**config.mk**
```make
export PLATFORM = sky130hd
export DESIGN_NAME = uart_arbiter
export DESIGN_NICKNAME = d
export VERILOG_FILES = /design/src/rtl/uart_arb_pkg.sv /design/src/rtl/uart_rr_arb.sv /design/src/rtl/uart_arbiter.sv
export SDC_FILE = /design/constraint.sdc
export NUM_CORES = 1
export LEC_CHECK = 0
export BUFFER_PORTS_ARGS = -buffer_cell sky130_fd_sc_hd__buf_2
export CORE_UTILIZATION = 45
export CTS_CLUSTER_DIAMETER = 40
export DETAILED_ROUTE_END_ITERATION = 8
export PLACE_DENSITY = 0.85
export SYNTH_ARGS = -nofsm -noshare
export SYNTH_HDL_FRONTEND = slang
export SYNTH_HIERARCHICAL = 1
export SYNTH_SLANG_ARGS = --single-unit
```
**constraint.sdc**
```tcl
create_clock -name clk -period 2.5 [get_ports clk]
set_clock_uncertainty 0.05 [all_clocks]
set_input_delay 0.125 -clock clk [delete_from_list [all_inputs] [get_ports clk]]
set_output_delay 0.125 -clock clk [all_outputs]
set_load 0.1 [all_outputs]
```
**src/rtl/uart_arb_pkg.sv**
```systemverilog
// Shared types and bit positions for the uart arbiter: TX sequencer states and
// the field layout of the uart ctrl/state bytes.
package uart_arb_pkg;

  typedef enum logic [1:0] {
    TX_IDLE,
    TX_LOAD,
    TX_START,
    TX_WAIT
  } tx_state_e;

  localparam int unsigned CTRL_RX_EN    = 0;
  localparam int unsigned CTRL_TX_START = 1;
  localparam int unsigned CTRL_RX_ACK   = 2;

  localparam int unsigned ST_TX_BUSY = 0;
  localparam int unsigned ST_TX_DONE = 1;
  localparam int unsigned ST_RX_DONE = 2;

endpackage

```
**src/rtl/uart_rr_arb.sv**
```systemverilog
// Two-way round-robin select: a lone requester wins, on contention the one
// that did not win last time wins.
module uart_rr_arb (
  input  logic [1:0] valid,
  input  logic       last_grant,
  output logic       sel
);

  always_comb begin
    sel = 1'b0;
    if (valid == 2'b11) begin
      sel = ~last_grant;
    end else if (valid[1]) begin
      sel = 1'b1;
    end
  end

endmodule

```
**src/rtl/uart_arbiter.sv**
```systemverilog
// TX sequencer/arbiter and one-byte RX buffer in front of the uart block.
// Optional TX completion watchdog enabled by defining UART_ARB_TIMEOUT_EN.
module uart_arbiter
  import uart_arb_pkg::*;
#(
  parameter int unsigned TIMEOUT_CYCLES = 4096
) (
  input  logic       clk,
  input  logic       resetn,
  input  logic       req0_valid,
  input  logic       req1_valid,
  input  logic [7:0] req0_data,
  input  logic [7:0] req1_data,
  output logic       req0_ready,
  output logic       req1_ready,
  output logic       rx_valid,
  output logic [7:0] rx_byte,
  input  logic       rx_ready,
  output logic [7:0] uart_tx_data,
  input  logic [7:0] uart_rx_data,
  output logic [7:0] uart_ctrl,
  input  logic [7:0] uart_state,
  output logic       grant_id,
  output logic       busy,
  output logic       tx_timeout
);

  tx_state_e  state_q, state_d;
  logic [7:0] tx_data_q, tx_data_d;
  logic       grant_q, grant_d;
  logic       last_grant_q, last_grant_d;
  logic       rx_valid_q, rx_valid_d;
  logic [7:0] rx_byte_q, rx_byte_d;
  logic       rx_ack_q, blank_q;
  logic       sel, handshake, capture, timeout_hit, tx_done;
  logic       unused_state;

  assign tx_done = uart_state[ST_TX_DONE];
  assign unused_state = ^{uart_state[7:3], uart_state[ST_TX_BUSY], TIMEOUT_CYCLES[0]};

  uart_rr_arb u_rr (
    .valid      ({req1_valid, req0_valid}),
    .last_grant (last_grant_q),
    .sel        (sel)
  );

  assign req0_ready = (state_q == TX_IDLE) && req0_valid && !sel;
  assign req1_ready = (state_q == TX_IDLE) && req1_valid && sel;
  assign handshake  = req0_ready || req1_ready;

  always_comb begin
    state_d      = state_q;
    tx_data_d    = tx_data_q;
    grant_d      = grant_q;
    last_grant_d = last_grant_q;
    case (state_q)
      TX_IDLE: begin
        if (handshake) begin
          tx_data_d    = sel ? req1_data : req0_data;
          grant_d      = sel;
          last_grant_d = sel;
          state_d      = TX_LOAD;
        end
      end
      TX_LOAD:  state_d = TX_START;
      TX_START: state_d = TX_WAIT;
      TX_WAIT:  if (tx_done || timeout_hit) state_d = TX_IDLE;
      default:  state_d = TX_IDLE;
    endcase
  end

`ifdef UART_ARB_TIMEOUT_EN
  localparam int unsigned CW = (TIMEOUT_CYCLES > 2) ? $clog2(TIMEOUT_CYCLES) : 1;
  localparam logic [CW-1:0] LIMIT = CW'(TIMEOUT_CYCLES - 1);

  logic [CW-1:0] wd_cnt_q, wd_cnt_d;
  logic          timeout_q;

  // tx_done in the limit cycle takes priority, so no pulse is raised then.
  assign timeout_hit = (state_q == TX_WAIT) && !tx_done && (wd_cnt_q == LIMIT);

  always_comb begin
    wd_cnt_d = wd_cnt_q;
    if (state_q != TX_WAIT) begin
      wd_cnt_d = '0;
    end else if (!timeout_hit) begin
      wd_cnt_d = wd_cnt_q + CW'(1);
    end
  end

  always_ff @(posedge clk or negedge resetn) begin
    if (!resetn) begin
      wd_cnt_q  <= '0;
      timeout_q <= 1'b0;
    end else begin
      wd_cnt_q  <= wd_cnt_d;
      timeout_q <= timeout_hit;
    end
  end

  assign tx_timeout = timeout_q;
`else
  assign timeout_hit = 1'b0;
  assign tx_timeout  = 1'b0;
`endif

  // The uart only sees rx_ack at the edge after the pulse, so rx_done can still
  // be high for the ack cycle and the one after; both are blanked.
  assign capture = uart_state[ST_RX_DONE] && !rx_ack_q && !blank_q &&
                   (!rx_valid_q || rx_ready);

  always_comb begin
    rx_byte_d  = capture ? uart_rx_data : rx_byte_q;
    rx_valid_d = capture || (rx_valid_q && !rx_ready);
  end

  always_ff @(posedge clk or negedge resetn) begin
    if (!resetn) begin
      state_q      <= TX_IDLE;
      tx_data_q    <= '0;
      grant_q      <= 1'b0;
      last_grant_q <= 1'b1;
      rx_valid_q   <= 1'b0;
      rx_byte_q    <= '0;
      rx_ack_q     <= 1'b0;
      blank_q      <= 1'b0;
    end else begin
      state_q      <= state_d;
      tx_data_q    <= tx_data_d;
      grant_q      <= grant_d;
      last_grant_q <= last_grant_d;
      rx_valid_q   <= rx_valid_d;
      rx_byte_q    <= rx_byte_d;
      rx_ack_q     <= capture;
      blank_q      <= rx_ack_q;
    end
  end

  always_comb begin
    uart_ctrl                = '0;
    uart_ctrl[CTRL_RX_EN]    = !rx_valid_q;
    uart_ctrl[CTRL_TX_START] = (state_q == TX_START);
    uart_ctrl[CTRL_RX_ACK]   = rx_ack_q;
  end

  assign uart_tx_data = tx_data_q;
  assign grant_id     = grant_q;
  assign busy         = (state_q != TX_IDLE);
  assign rx_valid     = rx_valid_q;
  assign rx_byte      = rx_byte_q;

endmodule
```
==> impl_metrics.csv <==
group,metric,value,unit
routing,ant_nets,0,
synth,yosysTopAreaCellShare,49.2,%
critical_path,worstPathRequired,2.33,ns
clock_network,cts.path.max_buffers,2,
floorplanning,coreArea,2280,um^2
clock_network,cts_sinks,23,
floorplanning,initial_core_util,49.1,%
floorplanning,die_h,51.9,um
global_route,antenna_found_initial,0,
clock_network,clkTransAtPathRegs,0.12,ns
clock_network,h-tree-depth,1,
synth,synth_seq_cells,23,
global_route,grt_max_degree,24,
critical_path,rrSetupSlack,0.78,ns
critical_path,critPathKind,"flop to output port",
status,outcome,"complete, no violations",
synth,synthesis.area,1120,um^2
placed_design,routabilityCongestion,0.642,
critical_path,worstRegToRegCells,5,
final_layout,area_growth_syn_to_layout,35.8,%
routing,routed_wirelength,2220,um
global_route,grt_pass1_wl,3730,um
critical_path,crit_chain,"inv_1 -> ha_1 -> nand3b_1 -> inv_1 -> buf_2",
synth,yosysWarnings,6,
critical_path,cp_top_family,"buffers and inverters",
final_layout,final_nets,202,
critical_path,crit_fanout,5,
global_route,use_met2,35.0,%
hold_path,worstHoldPathCells,3,
routing,dr.pass1.iters,4,
synth,ys_top_cells_by_area,"dfrtp_1 (49%), mux2i_1 (8.1%), mux2_1 (8.1%)",
hold_path,hold_path_class,"input pin to flop",
clock_network,cts_tree,"done",
global_route,grt_pass1_vias,885,
critical_path,crit_path_start_kind,"flop",
timing,fin_setup_tns,0,ns
global_route,gr-usage-met1,21.2,%
timing,setup_viol_count_final,0,
routing,remaining_drc_errors,0,
placed_design,port_buffers,54,
critical_path,r2r-start,"last_grant_q",
clock_network,insertion_delay,0.29,ns
routing,num_vias,904,
timing,tightest_slew,0.501,ns
timing,slew_headroom,66.6,%
floorplanning,fp.dieW,51.9,um
final_layout,n_antenna_cell,0,
critical_path,critPathMaxStageDelay,0.42,ns
global_route,global_route.usage.met3,4.39,%
global_route,grt_use_total,18.7,%
critical_path,endpoint_kind,"output port",
hold_path,whs_endpoint,"uart_tx_data[4]",
routing,routed_via_density,4.81,
routing,drtIter0Drc,11,
global_route,overflow,0,
critical_path,path_common_cell,"inv_1",
critical_path,crit_slowest_cell,"buf_2",
critical_path,arrival,1.86,ns
floorplanning,dieArea,2690,um^2
timing,period_share,81.3,%
timing,fin_crit,2.03,ns
clock_network,numCtsBuffers,3,
global_route,top_usage_layer,"met2",
hold_path,hold_path_startpoint,"req0_data[4]",
critical_path,timing.rr.end,"state_q[1]",
timing,fmax,492,MHz
job,drv_cap,0,
critical_path,critPathBufInv,3,
routing,routedWlPerCell,11.8,um
synth,synth_cell_types,23,
final_layout,drive_gt1_share,40.6,%
floorplanning,num_rows,17,
placed_design,dpl.hpwl,1700,um
timing,final_max_slew_viol_count,0,
clock_network,cts-root-buf,"clkbuf_4",
synth,syn_inst,94,
floorplanning,io_pins,67,
synth,postSynthAreaPerCell,11.9,um^2
timing,rsz0062_at_grt,"no",
timing,hold_violations,0,
synth,yosysSeqAreaShare,51.6,%
synth,yosysTopAreaCell,"dfrtp_1",
## logic make-up after synthesis
group / Yosys count / share of synthesized area (%)
AOI/OAI and AO/OA: 18 / 9.62
adders and majority gates: 4 / 4.47
buffers and inverters: 15 / 7.49
DFF: 23 / 51.6
muxes: 19 / 19.5
other: 1 / 0.335
and+or+nand+nor: 14 / 7.05
## layout make-up
class                   instances  area [um^2]
well taps                      28         35.0
inverters                       7         26.3
repair buffers                 65          378
multi-input cells              61          477
fillers                       177          757
flip-flops and latches         23          577
clock buffers                   4         26.3
## cell usage in the layout, fill, tap and decap left out, types with 2 or more instances in the layout
| cell | count |
|---|---|
| buf_2 | 54 |
| clkbuf_4 | 3 |
| conb_1 | 6 |
| dfrtp_1 | 22 |
| dlygate4sd3_1 | 10 |
| ha_1 | 4 |
| inv_1 | 7 |
| mux2_1 | 8 |
| mux2i_1 | 9 |
| nand2_1 | 6 |
| nor2_1 | 2 |
| o21ai_0 | 8 |
| o21ai_1 | 8 |
## per-stage QoR
| step | setup slack (ns) | hold WS [ns] | area, um^2 | std cells | util [%] |
|---|---|---|---|---|---|
| floorplan | 0.682 | -0.221 | 1140 | 99 | - |
| global placement | 0.824 | 0.0642 | 1390 | 174 | 61.2 |
| detailed placement | 0.784 | 0.0749 | 1390 | 174 | 61.2 |
| CTS | 0.440 | 0.000607 | 1500 | 186 | 65.9 |
| global route | 0.361 | 0.0335 | 1520 | 188 | 66.7 |
| finish | 0.466 | 0.0421 | 1520 | 188 | 66.7 |
## flip-flops by register name, indices dropped and copies added (netlist names)
| signal | flops |
|---|---|
| state_q | 2 |
| blank_q | 1 |
| rx_ack_q | 1 |
| last_grant_q | 1 |
| uart_tx_data | 8 |
| rx_byte | 8 |
| grant_id | 1 |
| rx_valid | 1 |
## layer usage
metal	vias up	part of all wire, %	routed length, um
li1	436	-	-
met1	422	43	958
met2	44	50	1100
met3	2	6.4	142
met4	0	0.45	10
met5	-	0	0
## timing repair
item,4_1_cts,5_1_grt
hold endpoints to repair,29,2
hold buffers,8,2
gates resized for setup,0,0
setup endpoints to repair,0,0
buffers inserted,0,0
## cell usage after synthesis
cell and instances:
a21boi_2 1, a21oi_4 1, buf_2 1, buf_4 7
conb_1 1, dfrtp_1 22, dfstp_2 1, ha_1 4
inv_1 7, mux2_1 8, mux2_4 1, mux2i_1 9
mux2i_4 1, nand2_1 6, nand2b_1 1, nand2b_4 1
nand3_1 1, nand3_2 1, nand3b_1 1, nor2_1 2
nor2b_1 1, o21ai_0 8, o21ai_1 8
## worst max-delay path by stage
stage            startpoint         endpoint  slack (ns)  cells after the start
6_report         state_q[0]       req0_ready        0.47                      5
2_1_floorplan    state_q[1]  uart_tx_data[0]        0.68                      5
3_3_place_gp   last_grant_q       state_q[1]        0.82                      5
5_1_grt          state_q[0]       req0_ready        0.36                      5
3_5_place_dp   last_grant_q       state_q[1]        0.78                      5
4_1_cts          state_q[0]       req0_ready        0.44                      5
## worst register-to-register path, delay by kind of cell (launching register included)
family                 cells  cell delay [ns]
AO/OA/AOI/OAI              2             0.22
flip-flops                 1             0.39
multiplexers               2             0.72
buffers and inverters      1             0.23
Power is not shown: default switching activity piles up to over one toggle a cycle in this logic, so the estimate is an artifact.
